File: src/rtl/dvp_pkg.sv
// Shared types and defaults for the RAW8 Avalon-ST to DVP transmit path.
// Latency: n/a (package only).
// Backpressure: n/a (package only).
package dvp_pkg;

  typedef enum logic [2:0] {
    IDLE,
    VS,
    VBACK,
    ACTIVE,
    HBLANK
  } dvp_state_t;

  // Default 720p-style timing
  localparam int DEF_H_ACTIVE = 1280;
  localparam int DEF_H_BLANK  = 160;
  localparam int DEF_V_ACTIVE = 720;
  localparam int DEF_VS_LINES = 3;
  localparam int DEF_V_BACK   = 20;

  localparam int BYTES_PER_WORD = 8;

  // Width of the h/v position counters; wide enough for any practical timing
  localparam int CNT_W = 16;

endpackage

File: src/rtl/dvp_word_unpacker.sv
// Two-entry word buffer (shifter + prefetch) that hands out one pixel byte per request.
// Latency: a requested byte is presented combinationally and consumed on the same edge.
// Backpressure: ready_data_ddr = !prefetch_full; words are accepted whenever the prefetch slot is free.
//
// Ports:
//   clk_sys, reset               clock, synchronous active-high reset (flushes both entries)
//   data_ddr/valid/ready         Avalon-ST style word input, byte 0 = data_ddr[7:0] first
//   pix_req                      a byte is due on this edge
//   pix_align                    the byte due sits on an 8-byte boundary of the line
//   pix_byte, pix_empty          byte for this request; pix_empty = nothing available
module dvp_word_unpacker
  import dvp_pkg::*;
(
  input  logic        clk_sys,
  input  logic        reset,
  input  logic [63:0] data_ddr,
  input  logic        valid_data_ddr,
  output logic        ready_data_ddr,
  input  logic        pix_req,
  input  logic        pix_align,
  output logic [7:0]  pix_byte,
  output logic        pix_empty
);

  localparam logic [3:0] WORD_BYTES = 4'(BYTES_PER_WORD);

  logic [63:0] shifter, shifter_nxt;
  logic [63:0] prefetch;
  logic        prefetch_full;
  logic [3:0]  byte_cnt, byte_cnt_nxt;
  logic        take_prefetch;
  logic        accept;

  assign ready_data_ddr = !prefetch_full;
  assign accept         = valid_data_ddr && ready_data_ddr;

  // With the shifter drained, a waiting word is only started on a word
  // boundary of the line so pixels stay at their packed positions after an
  // underflow. In that case the byte comes straight from the prefetch slot.
  assign pix_empty = (byte_cnt == '0) && !(prefetch_full && pix_align);
  assign pix_byte  = (byte_cnt == '0) ? prefetch[7:0] : shifter[7:0];

  always_comb begin
    shifter_nxt   = shifter;
    byte_cnt_nxt  = byte_cnt;
    take_prefetch = 1'b0;
    if (pix_req && (byte_cnt != '0)) begin
      if ((byte_cnt == 4'd1) && prefetch_full) begin
        // last byte of this word leaves now; next word follows without a bubble
        shifter_nxt   = prefetch;
        byte_cnt_nxt  = WORD_BYTES;
        take_prefetch = 1'b1;
      end else begin
        shifter_nxt  = shifter >> 8;
        byte_cnt_nxt = byte_cnt - 4'd1;
      end
    end else if ((byte_cnt == '0) && prefetch_full && (!pix_req || pix_align)) begin
      take_prefetch = 1'b1;
      if (pix_req) begin
        shifter_nxt  = prefetch >> 8;
        byte_cnt_nxt = WORD_BYTES - 4'd1;
      end else begin
        shifter_nxt  = prefetch;
        byte_cnt_nxt = WORD_BYTES;
      end
    end
  end

  always_ff @(posedge clk_sys) begin
    if (reset) begin
      shifter       <= '0;
      byte_cnt      <= '0;
      prefetch      <= '0;
      prefetch_full <= 1'b0;
    end else begin
      shifter  <= shifter_nxt;
      byte_cnt <= byte_cnt_nxt;
      if (accept) begin
        prefetch      <= data_ddr;
        prefetch_full <= 1'b1;
      end else if (take_prefetch) begin
        prefetch_full <= 1'b0;
      end
    end
  end

endmodule

File: src/rtl/avl_stream2dvp_raw.sv
// Unpacks 64-bit RAW8 words to bytes and regenerates DVP VSYNC/HREF/D timing with SOF/EOF.
// Latency: all outputs registered; first byte appears V_BACK+VS_LINES line periods after start_frame.
// Backpressure: none downstream; upstream stalls via ready_data_ddr, starvation gives D=0 and sticky underflow.
//
// Ports:
//   clk_sys, reset                    clock, synchronous active-high reset
//   start_frame                       launch one frame (honoured in IDLE only)
//   data_ddr/valid_data_ddr/ready_data_ddr   packed pixel word input
//   VSYNC, HREF, D, SOF, EOF          DVP-style output timing and frame markers
//   busy, underflow                   frame in progress; sticky starvation flag
module avl_stream2dvp_raw
  import dvp_pkg::*;
#(
  parameter int H_ACTIVE = DEF_H_ACTIVE,
  parameter int H_BLANK  = DEF_H_BLANK,
  parameter int V_ACTIVE = DEF_V_ACTIVE,
  parameter int VS_LINES = DEF_VS_LINES,
  parameter int V_BACK   = DEF_V_BACK
) (
  input  logic        clk_sys,
  input  logic        reset,
  input  logic        start_frame,
  input  logic [63:0] data_ddr,
  input  logic        valid_data_ddr,
  output logic        ready_data_ddr,
  output logic        VSYNC,
  output logic        HREF,
  output logic [7:0]  D,
  output logic        SOF,
  output logic        EOF,
  output logic        busy,
  output logic        underflow
);

  localparam logic [CNT_W-1:0] H_LAST  = CNT_W'(H_ACTIVE + H_BLANK - 1);
  localparam logic [CNT_W-1:0] HA_LAST = CNT_W'(H_ACTIVE - 1);
  localparam logic [CNT_W-1:0] VA_LAST = CNT_W'(V_ACTIVE - 1);
  localparam logic [CNT_W-1:0] VS_LAST = CNT_W'(VS_LINES - 1);
  localparam logic [CNT_W-1:0] VB_LAST = CNT_W'(V_BACK - 1);

  dvp_state_t       state, state_nxt;
  logic [CNT_W-1:0] h_cnt, h_nxt, h_inc;
  logic [CNT_W-1:0] v_cnt, v_nxt;
  logic             h_wrap;
  logic             pix_req, pix_align, pix_empty;
  logic [7:0]       pix_byte;

  always_ff @(posedge clk_sys) begin
    if (reset) begin
      state <= IDLE;
    end else begin
      state <= state_nxt;
    end
  end

  // v_cnt restarts at each VS/VBACK/active-region transition; ACTIVE and
  // HBLANK together form one line, so the active line count spans both.
  always_comb begin
    state_nxt = state;
    h_nxt     = h_cnt;
    v_nxt     = v_cnt;
    h_wrap    = (h_cnt == H_LAST);
    h_inc     = h_wrap ? '0 : h_cnt + 1'b1;
    unique case (state)
      IDLE: begin
        if (start_frame) begin
          state_nxt = VS;
          h_nxt     = '0;
          v_nxt     = '0;
        end
      end
      VS: begin
        h_nxt = h_inc;
        if (h_wrap) begin
          if (v_cnt == VS_LAST) begin
            state_nxt = VBACK;
            v_nxt     = '0;
          end else begin
            v_nxt = v_cnt + 1'b1;
          end
        end
      end
      VBACK: begin
        h_nxt = h_inc;
        if (h_wrap) begin
          if (v_cnt == VB_LAST) begin
            state_nxt = ACTIVE;
            v_nxt     = '0;
          end else begin
            v_nxt = v_cnt + 1'b1;
          end
        end
      end
      ACTIVE: begin
        h_nxt = h_inc;
        if (h_cnt == HA_LAST) begin
          state_nxt = HBLANK;
        end
      end
      HBLANK: begin
        h_nxt = h_inc;
        if (h_wrap) begin
          if (v_cnt == VA_LAST) begin
            state_nxt = IDLE;
            v_nxt     = '0;
          end else begin
            state_nxt = ACTIVE;
            v_nxt     = v_cnt + 1'b1;
          end
        end
      end
      default: begin
        state_nxt = IDLE;
        h_nxt     = '0;
        v_nxt     = '0;
      end
    endcase
  end

  // Outputs are registered from next-state values so they line up with state.
  assign pix_req   = (state_nxt == ACTIVE);
  assign pix_align = (h_nxt[2:0] == 3'd0);

  dvp_word_unpacker u_unpacker (
    .clk_sys        (clk_sys),
    .reset          (reset),
    .data_ddr       (data_ddr),
    .valid_data_ddr (valid_data_ddr),
    .ready_data_ddr (ready_data_ddr),
    .pix_req        (pix_req),
    .pix_align      (pix_align),
    .pix_byte       (pix_byte),
    .pix_empty      (pix_empty)
  );

  always_ff @(posedge clk_sys) begin
    if (reset) begin
      h_cnt     <= '0;
      v_cnt     <= '0;
      VSYNC     <= 1'b0;
      HREF      <= 1'b0;
      D         <= '0;
      SOF       <= 1'b0;
      EOF       <= 1'b0;
      busy      <= 1'b0;
      underflow <= 1'b0;
    end else begin
      h_cnt <= h_nxt;
      v_cnt <= v_nxt;
      VSYNC <= (state_nxt == VS);
      HREF  <= pix_req;
      D     <= (pix_req && !pix_empty) ? pix_byte : 8'h00;
      SOF   <= pix_req && (v_nxt == '0) && (h_nxt == '0);
      EOF   <= pix_req && (v_nxt == VA_LAST) && (h_nxt == HA_LAST);
      busy  <= (state_nxt != IDLE);
      if ((state == IDLE) && start_frame) begin
        underflow <= 1'b0;
      end else if (pix_req && pix_empty) begin
        underflow <= 1'b1;
      end
    end
  end

endmodule

File: config.mk
export PLATFORM = sky130hd
export DESIGN_NAME = avl_stream2dvp_raw
export DESIGN_NICKNAME = d
export VERILOG_FILES = /design/src/rtl/dvp_pkg.sv /design/src/rtl/dvp_word_unpacker.sv /design/src/rtl/avl_stream2dvp_raw.sv
export SDC_FILE = /design/constraint.sdc
export NUM_CORES = 1
export LEC_CHECK = 0
export BUFFER_PORTS_ARGS = -buffer_cell sky130_fd_sc_hd__buf_2
export CELL_PAD_IN_SITES_DETAIL_PLACEMENT = 0
export CELL_PAD_IN_SITES_GLOBAL_PLACEMENT = 1
export CORE_ASPECT_RATIO = 1.5
export CORE_MARGIN = 10
export CORE_UTILIZATION = 49
export CTS_BUF_LIST = sky130_fd_sc_hd__clkbuf_4
export CTS_CLUSTER_DIAMETER = 80
export DETAILED_ROUTE_END_ITERATION = 16
export PLACE_DENSITY = 0.95
export SYNTH_ARGS = -nofsm -noshare
export SYNTH_HDL_FRONTEND = slang
export SYNTH_SLANG_ARGS = --single-unit
File: constraint.sdc
create_clock -name clk_sys -period 8.2 [get_ports clk_sys]
set_clock_uncertainty 0.15 [all_clocks]
set_input_delay 1.23 -clock clk_sys [delete_from_list [all_inputs] [get_ports clk_sys]]
set_output_delay 1.23 -clock clk_sys [all_outputs]
set_load 0.02 [all_outputs]
# After elaboration in Yosys (flattened, before gate mapping)
# Index checks and enable logic that the tools add are counted.
# W data, S select, Z words.
[totals]
out_inout_bits = 15
inputBits = 68
ff_bits = 182
wordCells = 97
[op_classes]
reduce_logical = 31
n_eq_ne = 14
n_addsub = 3
bitwise_logic = 1
muxes = 34
[op_table]
columns = ["cell", "n"]
rows = [
  ["$mux W64", 4],
  ["$mux W16", 9],
  ["$pmux W16 S5", 1],
  ["$eq A16 B11 Y1 const B", 3],
  ["$add A16 B1 Y16 const B", 2],
  ["$eq A16 B10 Y1 const B", 2],
  ["$logic_not A16 Y1", 2],
  ["$pmux W16 S2", 1],
  ["$mux W3", 7],
  ["$eq A16 B2 Y1 const B", 1],
  ["$eq A16 B5 Y1 const B", 1],
  ["$mux W4", 4],
  ["$pmux W3 S5", 1],
  ["$logic_and A1 B1 Y1", 14],
  ["$eq A3 B2 Y1 const B", 3],
  ["$mux W8", 1],
  ["$eq A3 B1 Y1 const B", 2],
  ["$logic_not A3 Y1", 2],
  ["$mux W1", 5],
  ["$eq A4 B1 Y1 const B", 1],
  ["$logic_not A1 Y1", 4],
  ["$logic_not A4 Y1", 1],
  ["$reduce_bool A2 Y1", 2],
  ["$reduce_bool A4 Y1", 1],
  ["other kinds (8)", 9],
]

# Depth between registers and ports, before layout
# Gate-level depths: netlist (run 1).
[depth]
depth_word = 12
mapped_depth = 13
depth_no_buf = 10

# Cells and area by module
# A second synthesis (run 1) with hierarchy kept.
[unflattened]
cells_unflattened = 1033
area_unflattened_um2 = 8891.0
[by_module_without_submodules]
columns = ["module", "area_each_um2", "seq_area_each_um2", "n_inst", "cells_per_inst"]
rows = [
  ["dvp_word_unpacker", 5744.3, 2662.6, 1, 647],
  ["avl_stream2dvp_raw", 3146.8, 980.9, 1, 386],
]

# Worst setup path before layout (run 1)
# OpenSTA, ideal clock, no wires.
[synth_path]
path_kind = "input to register"
start = "input port start_frame"
end = "register SOF"
setup_slack_ns = 4.775
n_path_buf = 1
required_ns = 7.962
cell_stages = 9
setup_ns = 0.088
t_arrival_ns = 3.187
cell_sequence = "or4_1 -> clkbuf_1 -> nand3_1 -> o22ai_1 -> a221o_1 -> nand4_1 -> or4_1 -> or4_4 -> nor4_2"
[synth_between]
elab_chain_cells = 5
elab_cells_between_ends = 11
cone_classes = "eq/ne: 1; mux: 6; reduce/logical: 4"
[synth_lines]
columns = ["element", "line_no", "text"]
rows = [
  ["start, declared", "avl_stream2dvp_raw.sv:22", "input logic start_frame,"],
  ["$mux W16 / $mux W3 (equally long branches)", "avl_stream2dvp_raw.sv:66", "if (start_frame) begin"],
  ["$pmux W16 S5 / $pmux W3 S5 (equally long branches)", "avl_stream2dvp_raw.sv:64", "unique case (state)"],
  ["$logic_not A16 Y1 / $eq A3 B2 Y1 (equally long branches)", "avl_stream2dvp_raw.sv:153, avl_stream2dvp_raw.sv:121", ""],
  ["$logic_and A1 B1 Y1", "avl_stream2dvp_raw.sv:153", "SOF <= pix_req && (v_nxt == '0) && (h_nxt == '0);"],
  ["$logic_and A1 B1 Y1 (*)", "avl_stream2dvp_raw.sv:153", ""],
  ["end signal, assigned", "avl_stream2dvp_raw.sv:153", ""],
  ["end, declared", "avl_stream2dvp_raw.sv:29", "output logic SOF,"],
]
# Every way passes the cells marked *; elsewhere a longest branch is shown, timed or not.
# A chain may end at the register's enable or synchronous reset.

# Final worst setup path (run 1)
[layout_path]
start = "register v_cnt[5]"
end = "register u_unpacker.shifter[33]"
[layout_between]
elab_chain_cells = 9
elab_cells_between_ends = 19
cone_classes = "eq/ne: 4; mux: 10; reduce/logical: 5"
[layout_lines]
columns = ["element", "line_no", "text"]
rows = [
  ["start, declared", "avl_stream2dvp_raw.sv:43", "logic [CNT_W-1:0] v_cnt, v_nxt;"],
  ["start signal, assigned", "avl_stream2dvp_raw.sv:149", "v_cnt <= v_nxt;"],
  ["$eq A16 B10 Y1 (tied with other cells)", "avl_stream2dvp_raw.sv:103", "if (v_cnt == VA_LAST) begin"],
  ["$mux W2 (tied with other cells)", "avl_stream2dvp_raw.sv:103", ""],
  ["$mux W3 (on tied branches)", "avl_stream2dvp_raw.sv:102, avl_stream2dvp_raw.sv:74, avl_stream2dvp_raw.sv:85", ""],
  ["$pmux W3 S5 (*)", "avl_stream2dvp_raw.sv:64", ""],
  ["$eq A3 B2 Y1 (*)", "avl_stream2dvp_raw.sv:121", "assign pix_req = (state_nxt == ACTIVE);"],
  ["$logic_not A1 Y1", "dvp_word_unpacker.sv:57", "end else if ((byte_cnt == '0) && prefetch_full && (!pix_req || pix_align)) begin"],
  ["$logic_or A1 B1 Y1", "dvp_word_unpacker.sv:57", ""],
  ["$logic_and A1 B1 Y1", "dvp_word_unpacker.sv:57", ""],
  ["$reduce_bool A2 Y1 (no source line)", "n/a", ""],
  ["end signal, assigned", "dvp_word_unpacker.sv:76", "shifter <= shifter_nxt;"],
  ["end, declared", "dvp_word_unpacker.sv:27", "logic [63:0] shifter, shifter_nxt;"],
]
# Every way passes the cells marked *; elsewhere a longest branch is shown, timed or not. The select of a mux whose other input is x is not followed.

==> flow_summary.toml, run 1 <==
[status]
outcome = "completed"

[power_and_ir_drop]
vdd_drop_max_mv = 0.0896
p_leak_uw = 0.00337
powerDensity_nw_per_um2 = 173

[sta]
setup_viol = 0
period_share_pct = 51.9
rsz0062_at_grt = "false"
drv_slew = 0
worst_pin_slew_ps = 1140
hold_viol_final = 0
fin_tns_setup_ps = 0
holdWs_ps = 314
relSlewSlack_pct = 23.9
finalCriticalPeriod_ps = 4250
fmax_mhz = 235

[clock_network]
ctsRootBufferMaster = "clkbuf_4"
htree_levels = 4
clk_pin_slew_ps = 150
cts.sinks = 182
cts_post_setup_buffers_inserted = 0
cts_tree = "yes"
clk_latency_ps = 570
ctsHoldBuffers = 0
clock_path_buffers = 2
cts_resized = 0
cts_buffers = 17

[detailed_routing]
vias_per_cell = 6.12
drc_errors = 0
wl_mm = 23.4
dr.pass1.iters = 5
drtIter0Drc = 860
ant_nets = 0
wire_per_inst_um = 17.4
vias = 8243

[yosys]
synth_fp_nets = 1178
synth.yosys.seq_area_share_pct = 42.4
synth.cell_area_um2 = 8600
synth_seq_cells = 182
yosys.area.top_type_share_pct = 42.4
synth_edf_count = 0
yosys.area.top_type = "dfxtp_1"
ys_top_cells_by_area = "dfxtp_1 42%, nand2_1 8.5%, a21oi_1 6.9%, a221oi_1 5.8%, a22o_1 5.7%"
syn_area_per_cell_um2 = 7.78
ys_types = 64
yosys_most_used_dff = "dfxtp_1"
syn_inst = 1105
synthArstFlopShare_pct = 0
yosysWarnings = 0

[floorplan]
ios = 83
die-area_um2 = 23400
die_w_um = 128
die_y_um = 182
placementRows = 59
start_util_pct = 49.8
coreArea_um2 = 17300

[cells_and_area]
fin_cells = 1347
fillers = 1729
final_area_um2 = 9280
layout.nets = 1192
syn2layout_area_growth_pct = 7.91
drive_gt1_share_pct = 12.2

[worst_hold_path]
hold_start = "u_unpacker.shifter[0]"
min_path_type = "reg -> reg"
hold_depth = 2
min_to = "D[0]"

[global_routing]
grt_max_degree = 95
grt_pass1_vias = 7835
grt-ovfl-total = 0
antenna_found_initial = 1
use_met1_pct = 23.4
grt_usage_pct = 19.6
grt_use_met2_pct = 33.0
grt_pass1_wl_mm = 38.6
use_met3_pct = 3.54
grt.busiest_layer = "met2"

[worst_setup_path]
startpoint_type = "flip-flop"
endpoint_kind = "flip-flop"
required_ps = 8540
r2r_end = "u_unpacker.shifter[33]"
critPathLaunch = "v_cnt[5]"
worst_ep_arrival_time_ps = 4590
reg2reg_depth = 10
critical_path_peak_fanout = 70
cp_slowest_cell = "a2bb2oi_4"
max_stage_delay_ps = 670
reg2reg_from = "v_cnt[5]"
r2r_setup_slack_ps = 3950
path_cells = "or4_1 -> or4_1 -> and2_1 -> o21ai_1 -> nand2_2 -> buf_4 -> a2bb2oi_4 -> buf_4 -> a221oi_1 -> nor3_1"
critPathKind = "reg -> reg"

[run]
drv_cap = 0

[placement]
dp.cells = 1313
place_area_um2 = 9040
dp_hpwl_mm = 15.4
gp_congestion = 0.933
port-buffer-count = 82
[power breakdown]
part / total, µW / switching, µW / internal (µW)
sequential: 960 / 32.3 / 928
clock: 441 / 316 / 125
combinational: 208 / 127 / 81.0
total: 1610 / 476 / 1130
[registers in the layout (all words and copies together), names as in the netlist]
signal / flops
v_cnt: 16
SOF: 1
u_unpacker.prefetch: 64
h_cnt: 16
busy: 1
VSYNC: 1
u_unpacker.shifter: 64
D: 8
underflow: 1
state: 3
EOF: 1
u_unpacker.byte_cnt: 4
u_unpacker.prefetch_full: 1
HREF: 1
[logic make-up after synthesis]
kind of cell | share of synthesized area, %
AND/OR/NAND/NOR | 25.5
buffers and inverters | 4.90
adder cells (fa/ha/maj) | 0.727
flip-flops | 42.4
multiplexers | 0.116
AO/OA/AOI/OAI | 26.0
XOR/XNOR | 0.407
[per-stage QoR]
stage	util, %	setup WS [ps]	total power [µW]
global route	53.7	3670	1690
finish	53.7	3950	1610
CTS	53.7	4010	1630
detailed placement	52.3	3940	1190
global placement	52.3	4000	1180
floorplan	-	4770	1120
[Yosys cell counts (5+ instances only)]
library cell  count
or3_1             8
dfxtp_1         182
nand4_1          11
nor3_1           79
ha_1              5
o21ai_1           5
or4_1            10
a221oi_1         57
nor2b_1           5
a22o_1           56
nand3_1          27
nor4_1            9
nor2_1          108
o21a_1           10
buf_1            11
clkbuf_1         81
inv_1            10
a21o_1            6
nand2b_1          7
a21oi_1         118
o21ai_0          19
a31oi_1          10
nand2_1         194
[worst max path at each step]
stage                        endpoint  slack, ps
6_report       u_unpacker.shifter[33]       3950
5_1_grt        u_unpacker.shifter[12]       3670
4_1_cts         u_unpacker.shifter[4]       4010
3_5_place_dp    u_unpacker.shifter[4]       3940
3_3_place_gp    u_unpacker.shifter[7]       4000
2_1_floorplan                     SOF       4770
[layout by cell type (no fill, tap or decap), types with 9 or more instances in the layout]
cell      synthesis  routed
clkbuf_4          0      18
a221oi_1         57      57
o21ai_0          19      19
o21a_1           10      10
inv_1            10      10
buf_2             4      81
nand3_1          27      27
nor2_1          108     108
a21oi_1         118     118
dfxtp_1         182     182
or4_1            10      10
nand2_1         194     191
nor4_1            9       9
a31oi_1          10      10
nand4_1          11      11
buf_4             1      12
nor3_1           79      79
a22o_1           56      56
[worst max-delay path: cells and delay by family (launching register included)]
kind / cells / cell delay (ps)
flops: 1 / 420
buf+inv: 2 / 870
simple gates: 5 / 1660
compound gates: 3 / 1020
[area by class of cell]
class	count	area (µm²)	area share, %
diodes	2	5.00	0.0539
flip-flops and latches	182	3640	39.3
well taps	213	267	2.87
repair buffers	93	495	5.34
inverters	10	37.5	0.404
multi-input cells	815	4590	49.5
clock inverters	14	105	1.13
clock buffers	18	135	1.46
[layer usage]
metal  routed length, µm  share of wire, %  up-vias
met1                9740                42     3905
li1                    -                 -     4053
met2               11800                50      238
met4                 855               3.7        0
met3                1030               4.4       47
met5                   0                 0        -
Power figures use the tool's default switching activity.
==> run 2: changes to the inputs <==
--- a/config.mk
+++ b/config.mk
@@ -5,16 +5,17 @@
 export SDC_FILE = /design/constraint.sdc
 export NUM_CORES = 1
 export LEC_CHECK = 0
+export ABC_AREA = 1
 export BUFFER_PORTS_ARGS = -buffer_cell sky130_fd_sc_hd__buf_2
 export CELL_PAD_IN_SITES_DETAIL_PLACEMENT = 0
 export CELL_PAD_IN_SITES_GLOBAL_PLACEMENT = 1
 export CORE_ASPECT_RATIO = 1.5
 export CORE_MARGIN = 10
-export CORE_UTILIZATION = 49
+export CORE_UTILIZATION = 39
 export CTS_BUF_LIST = sky130_fd_sc_hd__clkbuf_4
 export CTS_CLUSTER_DIAMETER = 80
 export DETAILED_ROUTE_END_ITERATION = 16
-export PLACE_DENSITY = 0.95
+export PLACE_DENSITY = 0.86
 export SYNTH_ARGS = -nofsm -noshare
 export SYNTH_HDL_FRONTEND = slang
 export SYNTH_SLANG_ARGS = --single-unit
==> constraint.sdc (replaced) <==
create_clock -name clk_sys -period 3.7 [get_ports clk_sys]
set_clock_uncertainty 0.15 [all_clocks]
set_input_delay 0.555 -clock clk_sys [delete_from_list [all_inputs] [get_ports clk_sys]]
set_output_delay 0.555 -clock clk_sys [all_outputs]
set_load 0.02 [all_outputs]
==> run 2 against run 1 <==
Effect of this change:
- utilization decreased by 11 points
- cell area is 19% higher
- setup slack got worse by 3500 ps
- sequential power is 130% higher
- register-to-register slack got worse by 3500 ps
- combinational power rose to 2.6 times the previous value
- largest power group unchanged
- global-route usage decreased by 1.3 points
- first-iteration DRC count shrank 8.6%
==> flow_summary.toml, run 2 <==
[yosys]
syn_area_per_cell_um2 = 5.97
synth_fp_nets = 1779
yosys_most_used_dff = "dfxtp_1"
ys_top_cells_by_area = "dfxtp_1 36%, nand2_1 20%, nor2_1 13%, o21ai_0 7.8%, nand3_1 6.6%"
yosys.area.top_type = "dfxtp_1"
syn_inst = 1706
synth.yosys.seq_area_share_pct = 35.8
synth_edf_count = 0
synth_most_common_cell = "nand2_1"
synth.cell_area_um2 = 10200
synth_seq_cells = 182
yosysWarnings = 0
synth_common_cells = "544 x nand2_1, 351 x nor2_1, 182 x dfxtp_1, 159 x o21ai_0, 134 x nand3_1"
synthArstFlopShare_pct = 0
ys_types = 39
yosys.area.top_type_share_pct = 35.8

[power_and_ir_drop]
combPwrFrac_pct = 14.3
seqPwrFrac_pct = 57.6
vdd_drop_max_mv = 0.195
p_switching_uw = 1200
power.clock.fraction_pct = 28.1
swShare_pct = 31.2
p_int_uw = 2640
powerDensity_nw_per_um2 = 346
p_leak_uw = 0.00522

[sta]
period_share_pct = 86.7
fmax_mhz = 312
relSlewSlack_pct = 37.2
worst_pin_slew_ps = 941
fin_tns_setup_ps = 0
holdWs_ps = 43.4
hold_viol_final = 0
rsz0062_at_grt = "false"
setup_viol = 0
timing.final.ws_setup_ps = 492
finalCriticalPeriod_ps = 3210
drv_slew = 0

[cells_and_area]
syn2layout_area_growth_pct = 8.84
final_area_um2 = 11100
fillers = 2828
drive_gt1_share_pct = 10.5
final_cell_mix = "543 x nand2_1, 350 x nor2_1, 182 x dfxtp_1"
utilization_pct = 43.0
reg_top3 = "u_unpacker.prefetch: 64 flops, u_unpacker.shifter: 64 flops"
layout_commonest_cell = "nand2_1"
layout.nets = 1812

[floorplan]
coreArea_um2 = 25800
ios = 83
die_w_um = 152
placementRows = 72
start_util_pct = 39.5
die-area_um2 = 33100
die_y_um = 218

[global_routing]
grt_pass1_vias = 10400
grt_max_degree = 92
antenna_found_initial = 1
grt-ovfl-total = 0
grt_usage_pct = 18.4
grt_pass1_wl_mm = 51.1

[worst_setup_path]
worst_ep_arrival_time_ps = 3600
startpoint_type = "flip-flop"
max_stage_delay_ps = 530
critPathKind = "reg -> reg"
reg2reg_from = "v_cnt[0]"
critical_path_depth = 14
critical_path_peak_fanout = 72
reg2reg_depth = 14
cp_slowest_cell = "buf_4"
critPathLaunch = "v_cnt[0]"
critPathTopFamily = "simple AND/OR/NAND/NOR gates"
endpoint_kind = "flip-flop"
required_ps = 4090
path_cells = "ha_1 -> nand3_1 -> nor2_1 -> nand2_1 -> nor2_1 -> nand2_1 -> nand4_2 -> nand2_4 -> nor2_4 -> inv_4 -> nand2_4 -> buf_4 -> o21ai_0 -> nor2_2"
path_buf_inv = 2

[detailed_routing]
ant_nets = 0
drtIter0Drc = 786
drc_errors = 0
vias = 10700
vias_per_cell = 5.12
dr.pass1.iters = 8
wl_mm = 30.9
wire_per_inst_um = 14.8

[clock_network]
clk_pin_slew_ps = 170
htree_levels = 4
clk_latency_ps = 610
cts_post_setup_buffers_inserted = 0
cts_resized = 0
clock_path_buffers = 2
cts.sinks = 182
ctsRootBufferMaster = "clkbuf_4"
cts_tree = "yes"
cts_buffers = 17
ctsHoldBuffers = 1

[run]
drv_cap = 0

[worst_hold_path]
min_path_type = "in -> reg"
hold_depth = 3
hold_start = "data_ddr[54]"

[placement]
port-buffer-count = 82
gp_congestion = 0.964
pre_cts_slack_ps = 605
dp_hpwl_mm = 21.6
place_area_um2 = 10800

[status]
outcome = "completed"
-- run 2: changes by cell type after synthesis, sizes merged, moves of 92 or more --
cell,delta
nor2,+264
nand3,+108
inv,+111
nand2,+356
a21oi,-92
o21ai,+138
-- run 2: metrics by stage --
stage | instances | total power [µW]
after floorplan | 1706 | 2620
after global placement | 2050 | 2790
after detailed placement | 2050 | 2810
after CTS | 2082 | 3890
after global routing | 2086 | 4060
final | 2086 | 3840
-- run 2: final cells by class --
type	count	area [µm²]	area share, %
antenna	2	5.00	0.0451
clock buffer	17	128	1.15
clock inverter	14	124	1.12
inverter	123	465	4.20
multi-input combinational	1308	5660	51.1
sequential	182	3640	32.9
tap	333	417	3.76
timing repair buffer	107	643	5.80
-- run 2: logic make-up after synthesis --
| family | share of synthesized area [%] |
|---|---|
| AND/OR/NAND/NOR | 43.3 |
| AO/OA/AOI/OAI | 11.2 |
| flip-flops | 35.8 |
| XOR/XNOR | 0.344 |
| buffers and inverters | 8.79 |
| adder cells (fa/ha/maj) | 0.614 |
-- run 2: routing by layer --
| metal | routed length, µm | GRT usage, % | vias to the layer above |
|---|---|---|---|
| met5 | 0 | 0 | - |
| met4 | 1140 | 9.11 | 0 |
| met3 | 1280 | 3.04 | 64 |
| met2 | 16100 | 34.2 | 268 |
| met1 | 12400 | 19.5 | 4904 |
| li1 | - | - | 5438 |
-- run 2: power by group through the flow --
stage	clock network (µW)	registers, µW	logic [µW]
3_5_place_dp	0	2250	553
6_report	1080	2210	550
5_1_grt	1190	2230	638
3_3_place_gp	0	2250	543
2_1_floorplan	0	2210	414
4_1_cts	1120	2210	556
-- run 2: worst register-to-register path: stages, from the launching register on --
cell and delay (ps):
dfxtp_1 500, ha_1 340, nand3_1 110, nor2_1 220, nand2_1 190, nor2_1 150, nand2_1 90, nand4_2 140
nand2_4 100, nor2_4 120, inv_4 70, nand2_4 70, buf_4 530, o21ai_0 250, nor2_2 110
-- run 2: path summary, 6_finish.rpt --
check / to / slack (ps)
min reg2reg: u_unpacker.byte_cnt[3] / 340
min: u_unpacker.prefetch[54] / 40
max: u_unpacker.shifter[40] / 490
max reg2reg: u_unpacker.shifter[40] / 490
==> run 3: changes to the inputs <==
--- a/config.mk
+++ b/config.mk
@@ -9,7 +9,7 @@
 export BUFFER_PORTS_ARGS = -buffer_cell sky130_fd_sc_hd__buf_2
 export CELL_PAD_IN_SITES_DETAIL_PLACEMENT = 0
 export CELL_PAD_IN_SITES_GLOBAL_PLACEMENT = 1
-export CORE_ASPECT_RATIO = 1.5
+export CORE_ASPECT_RATIO = 2
 export CORE_MARGIN = 10
 export CORE_UTILIZATION = 39
 export CTS_BUF_LIST = sky130_fd_sc_hd__clkbuf_4
==> run 3 against run 2 <==
Effect of this change:
- cell area increased by 3.4%
- clock power is 5% lower
- largest cell class unchanged
- highest routed layer unchanged
- wire length increased by 9.2%
- critical path depth did not move
- cell count up 2.1%
==> flow_summary.toml, run 3 (synthesized netlist as in run 2, its figures left out) <==
[status]
outcome = "completed"

[clock_network]
htree_levels = 4
clock_path_buffers = 2
clk_latency_ps = 640
cts_tree = "yes"
cts_post_setup_buffers_inserted = 0
clk_pin_slew_ps = 160
cts_resized = 0
cts_buffers = 17
cts.sinks = 182
ctsRootBufferMaster = "clkbuf_4"

[placement]
port-buffer-count = 82
dp_hpwl_mm = 23.9
gp_congestion = 1.03
dp.cells = 2058

[sta]
fmax_mhz = 306
period_share_pct = 88.3
rsz0062_at_grt = "false"
fin_tns_setup_ps = 0
setup_viol = 0
worst_pin_slew_ps = 900
finalCriticalPeriod_ps = 3270
drv_slew = 0
relSlewSlack_pct = 39.6
hold_viol_final = 0

[floorplan]
die-area_um2 = 33400
coreArea_um2 = 25800
start_util_pct = 39.6
ios = 83
die_y_um = 249
die_w_um = 134
placementRows = 83

[cells_and_area]
fin_cells = 2130
seqCellArea_um2 = 3640
final_cell_mix = "543 x nand2_1, 350 x nor2_1, 182 x dfxtp_1"
syn2layout_area_growth_pct = 12.6
multi_input_area_um2 = 5660
layout.nets = 1850
fillers = 2906
reg_top3 = "u_unpacker.prefetch: 64 flops, u_unpacker.shifter: 64 flops"
layout_commonest_cell = "nand2_1"
drive_gt1_share_pct = 10.2

[detailed_routing]
highest_layer = "met4"
wire_per_inst_um = 15.8
drc_errors = 0
ant_nets = 0
vias_per_cell = 5.09
dr.pass1.iters = 9
met2WireLength_mm = 18.9
wl_mm = 33.7
drtIter0Drc = 862
vias = 10800
met1_length_mm = 12.1
wl_met3_um = 833

[power_and_ir_drop]
vdd_drop_max_mv = 0.231
powerDensity_nw_per_um2 = 335
p_leak_uw = 0.00536
p_total_uw = 3840

[global_routing]
grt-ovfl-total = 0
grt_pass1_wl_mm = 54.4
antenna_found_initial = 1
grt_max_degree = 129
grt_pass1_vias = 10600
grt_usage_pct = 20.2

[worst_setup_path]
required_ps = 4130
startpoint_type = "flip-flop"
r2r_setup_slack_ps = 430
endpoint_kind = "flip-flop"
critical_path_peak_fanout = 58
worst_ep_arrival_time_ps = 3700
critPathKind = "reg -> reg"

[run]
drv_cap = 0

[worst_hold_path]
min_path_type = "in -> reg"
-- run 3: power breakdown --
group / internal, µW / switching, µW
Combinational: 233 / 357
Clock: 278 / 756
Sequential: 2100 / 117
Total: 2610 / 1230
-- run 3: path summary, 6_finish.rpt --
| check | from | to | depth (start not counted) |
|---|---|---|---|
| worst max-delay path | v_cnt[0] | u_unpacker.shifter[34] | 14 |
| worst min-delay path | data_ddr[59] | u_unpacker.prefetch[59] | 3 |
| worst max register to register | v_cnt[0] | u_unpacker.shifter[34] | 14 |
| worst min register to register | u_unpacker.byte_cnt[3] | u_unpacker.byte_cnt[3] | 2 |
-- run 3: metal layers --
layer | global-route usage [%] | up-vias
met2 | 38.8 | 207
met3 | 2.99 | 92
met5 | 0 | -
li1 | - | 5520
met4 | 12.4 | 0
met1 | 19.2 | 5016
-- run 3: area by class of cell --
type / instances / area share, %
Multi-Input combinational cell: 1308 / 49.4
Sequential cell: 182 / 31.8
Timing Repair Buffer: 145 / 9.01
Inverter: 123 / 4.06
Tap cell: 340 / 3.71
Clock buffer: 18 / 1.18
Clock inverter: 12 / 0.829
Antenna cell: 2 / 0.0436
-- run 3: worst max-delay path, cell delays in order (launching register included) --
cell	delay, ps
dfxtp_1	500
ha_1	360
nand3_1	110
nor2_1	190
nand2_1	170
nor2_1	140
nand2_1	80
nand4_2	130
nand2_4	210
nor2_4	180
buf_4	550
nand2_1	120
nand3_1	140
nor2_1	50
nor2_1	110
-- run 3: per-stage QoR --
| step | area (µm²) | util [%] | setup slack, ps | hold slack, ps |
|---|---|---|---|---|
| 6_report | 11500 | 44.5 | 434 | 42.9 |
| 5_1_grt | 11500 | 44.5 | 141 | 13.3 |
| 4_1_cts | 11500 | 44.5 | 449 | 0.167 |
| 3_5_place_dp | 10800 | 42.1 | 496 | 320 |
| 3_3_place_gp | 10800 | 42.1 | 583 | 310 |
| 2_1_floorplan | 10200 | - | 1220 | 292 |
-- run 3: what timing repair did --
| action | 4_1_cts | 5_1_grt |
|---|---|---|
| setup endpoints to repair | 0 | 0 |
| endpoints found under the hold margin | 40 | 0 |
| hold buffers | 40 | 0 |
